<file path="src/rtl/instr_queue.sv">
// Fetch-to-decode instruction queue: circular buffer of {pc, instr} pairs with
// valid/ready on both sides and a synchronous flush for branch redirects.
module instr_queue #(
    parameter type         T     = logic [31:0],
    parameter int unsigned DEPTH = 4
) (
    input  logic                   clk,
    input  logic                   reset,
    input  logic                   flush,
    input  logic                   in_valid,
    input  T                       in_instr,
    input  T                       in_pc,
    output logic                   in_ready,
    output logic                   out_valid,
    output T                       out_instr,
    output T                       out_pc,
    input  logic                   out_ready,
    output logic [$clog2(DEPTH):0] count
);

    localparam int unsigned PtrW = $clog2(DEPTH);
    localparam int unsigned CntW = PtrW + 1;

    T              instr_mem [DEPTH];
    T              pc_mem    [DEPTH];
    logic [PtrW-1:0] head_q, tail_q;
    logic [CntW-1:0] count_q, count_d;
    logic            push, pop;

    // in_ready looks only at occupancy and flush, never at out_ready.
    assign in_ready  = (count_q != CntW'(DEPTH)) && !flush;
    assign out_valid = (count_q != '0);
    assign out_instr = out_valid ? instr_mem[head_q] : '0;
    assign out_pc    = out_valid ? pc_mem[head_q]    : '0;
    assign count     = count_q;

    assign push = in_valid && in_ready;
    assign pop  = out_valid && out_ready;

    always_comb begin
        count_d = count_q;
        unique case ({push, pop})
            2'b10:   count_d = count_q + CntW'(1);
            2'b01:   count_d = count_q - CntW'(1);
            default: count_d = count_q;
        endcase
    end

    always_ff @(posedge clk or posedge reset) begin
        if (reset) begin
            head_q  <= '0;
            tail_q  <= '0;
            count_q <= '0;
            for (int i = 0; i < DEPTH; i++) begin
                instr_mem[i] <= '0;
                pc_mem[i]    <= '0;
            end
        end else if (flush) begin
            // Storage is left stale; count=0 hides it from the output.
            head_q  <= '0;
            tail_q  <= '0;
            count_q <= '0;
        end else begin
            if (push) begin
                instr_mem[tail_q] <= in_instr;
                pc_mem[tail_q]    <= in_pc;
                tail_q            <= tail_q + PtrW'(1);
            end
            if (pop) begin
                head_q <= head_q + PtrW'(1);
            end
            count_q <= count_d;
        end
    end

endmodule

</file>
<file path="config.mk">
export PLATFORM = sky130hd
export DESIGN_NAME = instr_queue
export DESIGN_NICKNAME = d
export VERILOG_FILES = /design/src/rtl/instr_queue.sv
export SDC_FILE = /design/constraint.sdc
export NUM_CORES = 1
export LEC_CHECK = 0
export CORE_ASPECT_RATIO = 0.7
export CORE_MARGIN = 2
export CORE_UTILIZATION = 25
export CTS_CLUSTER_SIZE = 20
export DETAILED_ROUTE_END_ITERATION = 6
export GPL_TIMING_DRIVEN = 0
export PLACE_DENSITY = 0.39
export SLEW_MARGIN = 20
export SYNTH_ARGS = -nofsm -noshare
export SYNTH_HDL_FRONTEND = slang
export SYNTH_SLANG_ARGS = --single-unit
</file>
<file path="constraint.sdc">
create_clock -name clk -period 18.3 [get_ports clk]
set_input_delay 1.83 -clock clk [delete_from_list [all_inputs] [get_ports clk]]
set_output_delay 1.83 -clock clk [all_outputs]
set_load 0.02 [all_outputs]
</file>
==> flow_metrics.tcl <==
set metrics [dict create \
    crit_arrival_ns 3.43 \
    reg2reg_to "count[2]" \
    synth_top_area_share_pct 53.5 \
    r2r_start "count[1]" \
    viasPerCell 4.28 \
    tightest_slew_ns 0.769 \
    drt_iter0_drc 150 \
    crit_start "flush" \
    path_class "primary input to output port" \
    synth_edf_count 0 \
    cts_buffers 30 \
    post_route_cells_drive_above_1_share_pct 42.6 \
    peakVddDrop_mv 0.0686 \
    reg2reg_slack_ns 15.98 \
    start_kind "primary input" \
    netlist_top_cells_area "dfrtp_1 (54%), mux2_2 (20%), mux4_2 (12%)" \
    worst-path-buf-inv 3 \
    row_count 67 \
    drt_first_pass_iters 4 \
    maxCapViolations 0 \
    grt_pass1_wl_mm 47.7 \
    crit_path_end "in_ready" \
    hold_path.class "flop to flop" \
    ff2ff_path_depth 6 \
    worst-path-stages 4 \
    synth-seq-cells 263 \
    cts-root-buf "clkbuf_16" \
    clkSinkCount 263 \
    final_cells 1583 \
    yosysTopAreaCell "dfrtp_1" \
    ys_types 32 \
    dp_hpwl_mm 20.3 \
    fin_skew_ns 0.0124 \
    post-route-min-period_ns 5.26 \
    synth_common_cells "dfrtp_1 (263), mux2_2 (216), and2_1 (64), mux4_2 (64), mux2_4 (26)" \
    setup_viol 0 \
    avgRoutedWirePerCell_um 19.3 \
    hold_depth 1 \
    start_util_pct 25.5 \
    slew_headroom_pct 48.7 \
    grt_overflow_total 0 \
    n_antenna_cell 0 \
    hold_viol_final 0 \
    clock_latency_ns 0.56 \
    rsz0062_at_grt "false" \
    htreeDepth 1 \
    grt_pass1_vias 7585 \
    post-cts-setup-buffer-count 0 \
    worst_setup_path_end_kind "output port" \
    outcome "finished clean" \
    fin_crit_sh_pct 28.7 \
    gp_congestion 0.694 \
    max_freq_mhz 190 \
    wirelength_mm 30.6 \
    async_flop_share_pct 100 \
    syn_avg_cell_area_um2 16.7 \
    drcViolationCount 0 \
    nets 982 \
    synth_ff_type "dfrtp_1" \
    path_cells "clkdlybuf4s50_1 -> clkbuf_1 -> nor2b_1 -> clkdlybuf4s50_1" \
    powerDensity_mw_per_mm2 182 \
    clk_path_buf_depth 3 \
    ctsResizeCount 0 \
    hold_buffers 0 \
    slowest_stage "clkdlybuf4s50_1" \
    synth_area_mm2 0.0123 \
    dieArea_mm2 0.0510 \
    slew_viol_final 0 \
    tns_ns 0 \
    cpPeakStageDelay_ns 0.56 \
    crit_path_max_fanout 10 \
    syn_nets 810 \
    ys.warnings.count 0 \
    grtUsageTotal_pct 12.3 \
    die_w_um 269 \
    place_inst 1531 \
    grt_start_max_net_pins 92 \
    postRouteAntennaNets 0 \
    critPathTopFamily "buffers and inverters" \
    coreArea_mm2 0.0482 \
    die_h_um 190 \
    io_pins 138 \
    antenna_found_initial 0 \
    worstPathRequired_ns 16.47 \
    p_leak_nw 6.58 \
    syn_to_final_growth_pct 26.5 \
    numPortBuffers 137 \
    tritoncts "yes" \
    crit_path_frequent_cell "clkdlybuf4s50_1" \
    vias 6776 \
    seq_area_frac_synth_pct 53.5 \
    synthCells 736 \
    clkTransAtPathRegs_ns 0.06 \
    yosysMostFrequentCell "dfrtp_1" \
]
-- per-layer routing --
metal  routed length, µm  global-route usage, %
met3                1030                   2.14
met2               14300                   19.7
met5                   0                      0
met1               14700                   17.6
met4                 552                   2.61
-- logic make-up after synthesis --
group / after synthesis / share of synthesized area, %
mux: 322 / 36.1
flops: 263 / 53.5
simple gates: 87 / 4.68
buf+inv: 51 / 4.57
fa+ha+maj: 5 / 0.570
compound gates: 4 / 0.254
xor+xnor: 4 / 0.285
-- power breakdown --
| group | internal, mW | total, mW | switching, mW |
|---|---|---|---|
| combinational | 0.696 | 1.21 | 0.518 |
| sequential | 0.869 | 1.00 | 0.136 |
| clock | 0.364 | 0.607 | 0.243 |
| total | 1.93 | 2.83 | 0.896 |
-- cell type report --
class                   instances  area, µm²
fillers                      4748      32600
flip-flops and latches        263       6580
multi-input cells             422       5150
repair buffers                140       1450
clock buffers                  50        917
well taps                     655        820
plain buffers                  48        551
clock inverters                 2       60.1
inverters                       3       18.8
-- sequential cells by signal, summed over array words and instances, names as in the netlist --
name,count
count,3
head_q,2
instr_mem,128
pc_mem,128
tail_q,2
-- metrics by stage --
| step | area [µm²] | setup slack (ns) | hold slack, ns | util (%) | power, mW |
|---|---|---|---|---|---|
| floorplan | 12300 | 9.23 | 0.459 | - | 1.79 |
| global placement | 14500 | 4.53 | 0.468 | 30.1 | 2.26 |
| detailed placement | 14600 | 12.97 | 0.478 | 30.2 | 2.26 |
| CTS | 15600 | 12.97 | 0.491 | 32.3 | 2.89 |
| global route | 15600 | 12.93 | 0.500 | 32.3 | 3.01 |
| finish | 15600 | 13.04 | 0.492 | 32.3 | 2.83 |
-- placed cells by master (no fill, tap or decap), types with 2 or more instances in the layout --
cell	netlist	layout
buf_6	8	8
mux2_4	26	26
nand2b_1	2	2
nand2_1	2	2
and2_1	64	64
mux2_2	216	216
nor2b_1	3	3
mux2_1	15	15
dfrtp_1	263	263
bufinv_16	0	2
buf_16	0	3
nor2_1	5	5
inv_1	3	2
buf_12	18	18
xor2_1	3	3
clkbuf_1	8	20
clkbuf_16	0	31
nand2_8	3	3
clkbuf_8	0	7
ha_1	4	4
buf_2	14	14
o31ai_1	2	2
mux4_2	64	64
clkdlybuf4s50_1	0	137
-- how the worst min path moves through the flow --
stage                 from           to  slack (ns)
6_report       pc_mem[125]  pc_mem[125]        0.49
5_1_grt          pc_mem[1]    pc_mem[1]        0.50
4_1_cts          pc_mem[1]    pc_mem[1]        0.49
3_5_place_dp     pc_mem[1]    pc_mem[1]        0.48
3_3_place_gp     pc_mem[0]    pc_mem[0]        0.47
2_1_floorplan   pc_mem[32]   pc_mem[32]        0.46
(Power assumes the default switching activity.)
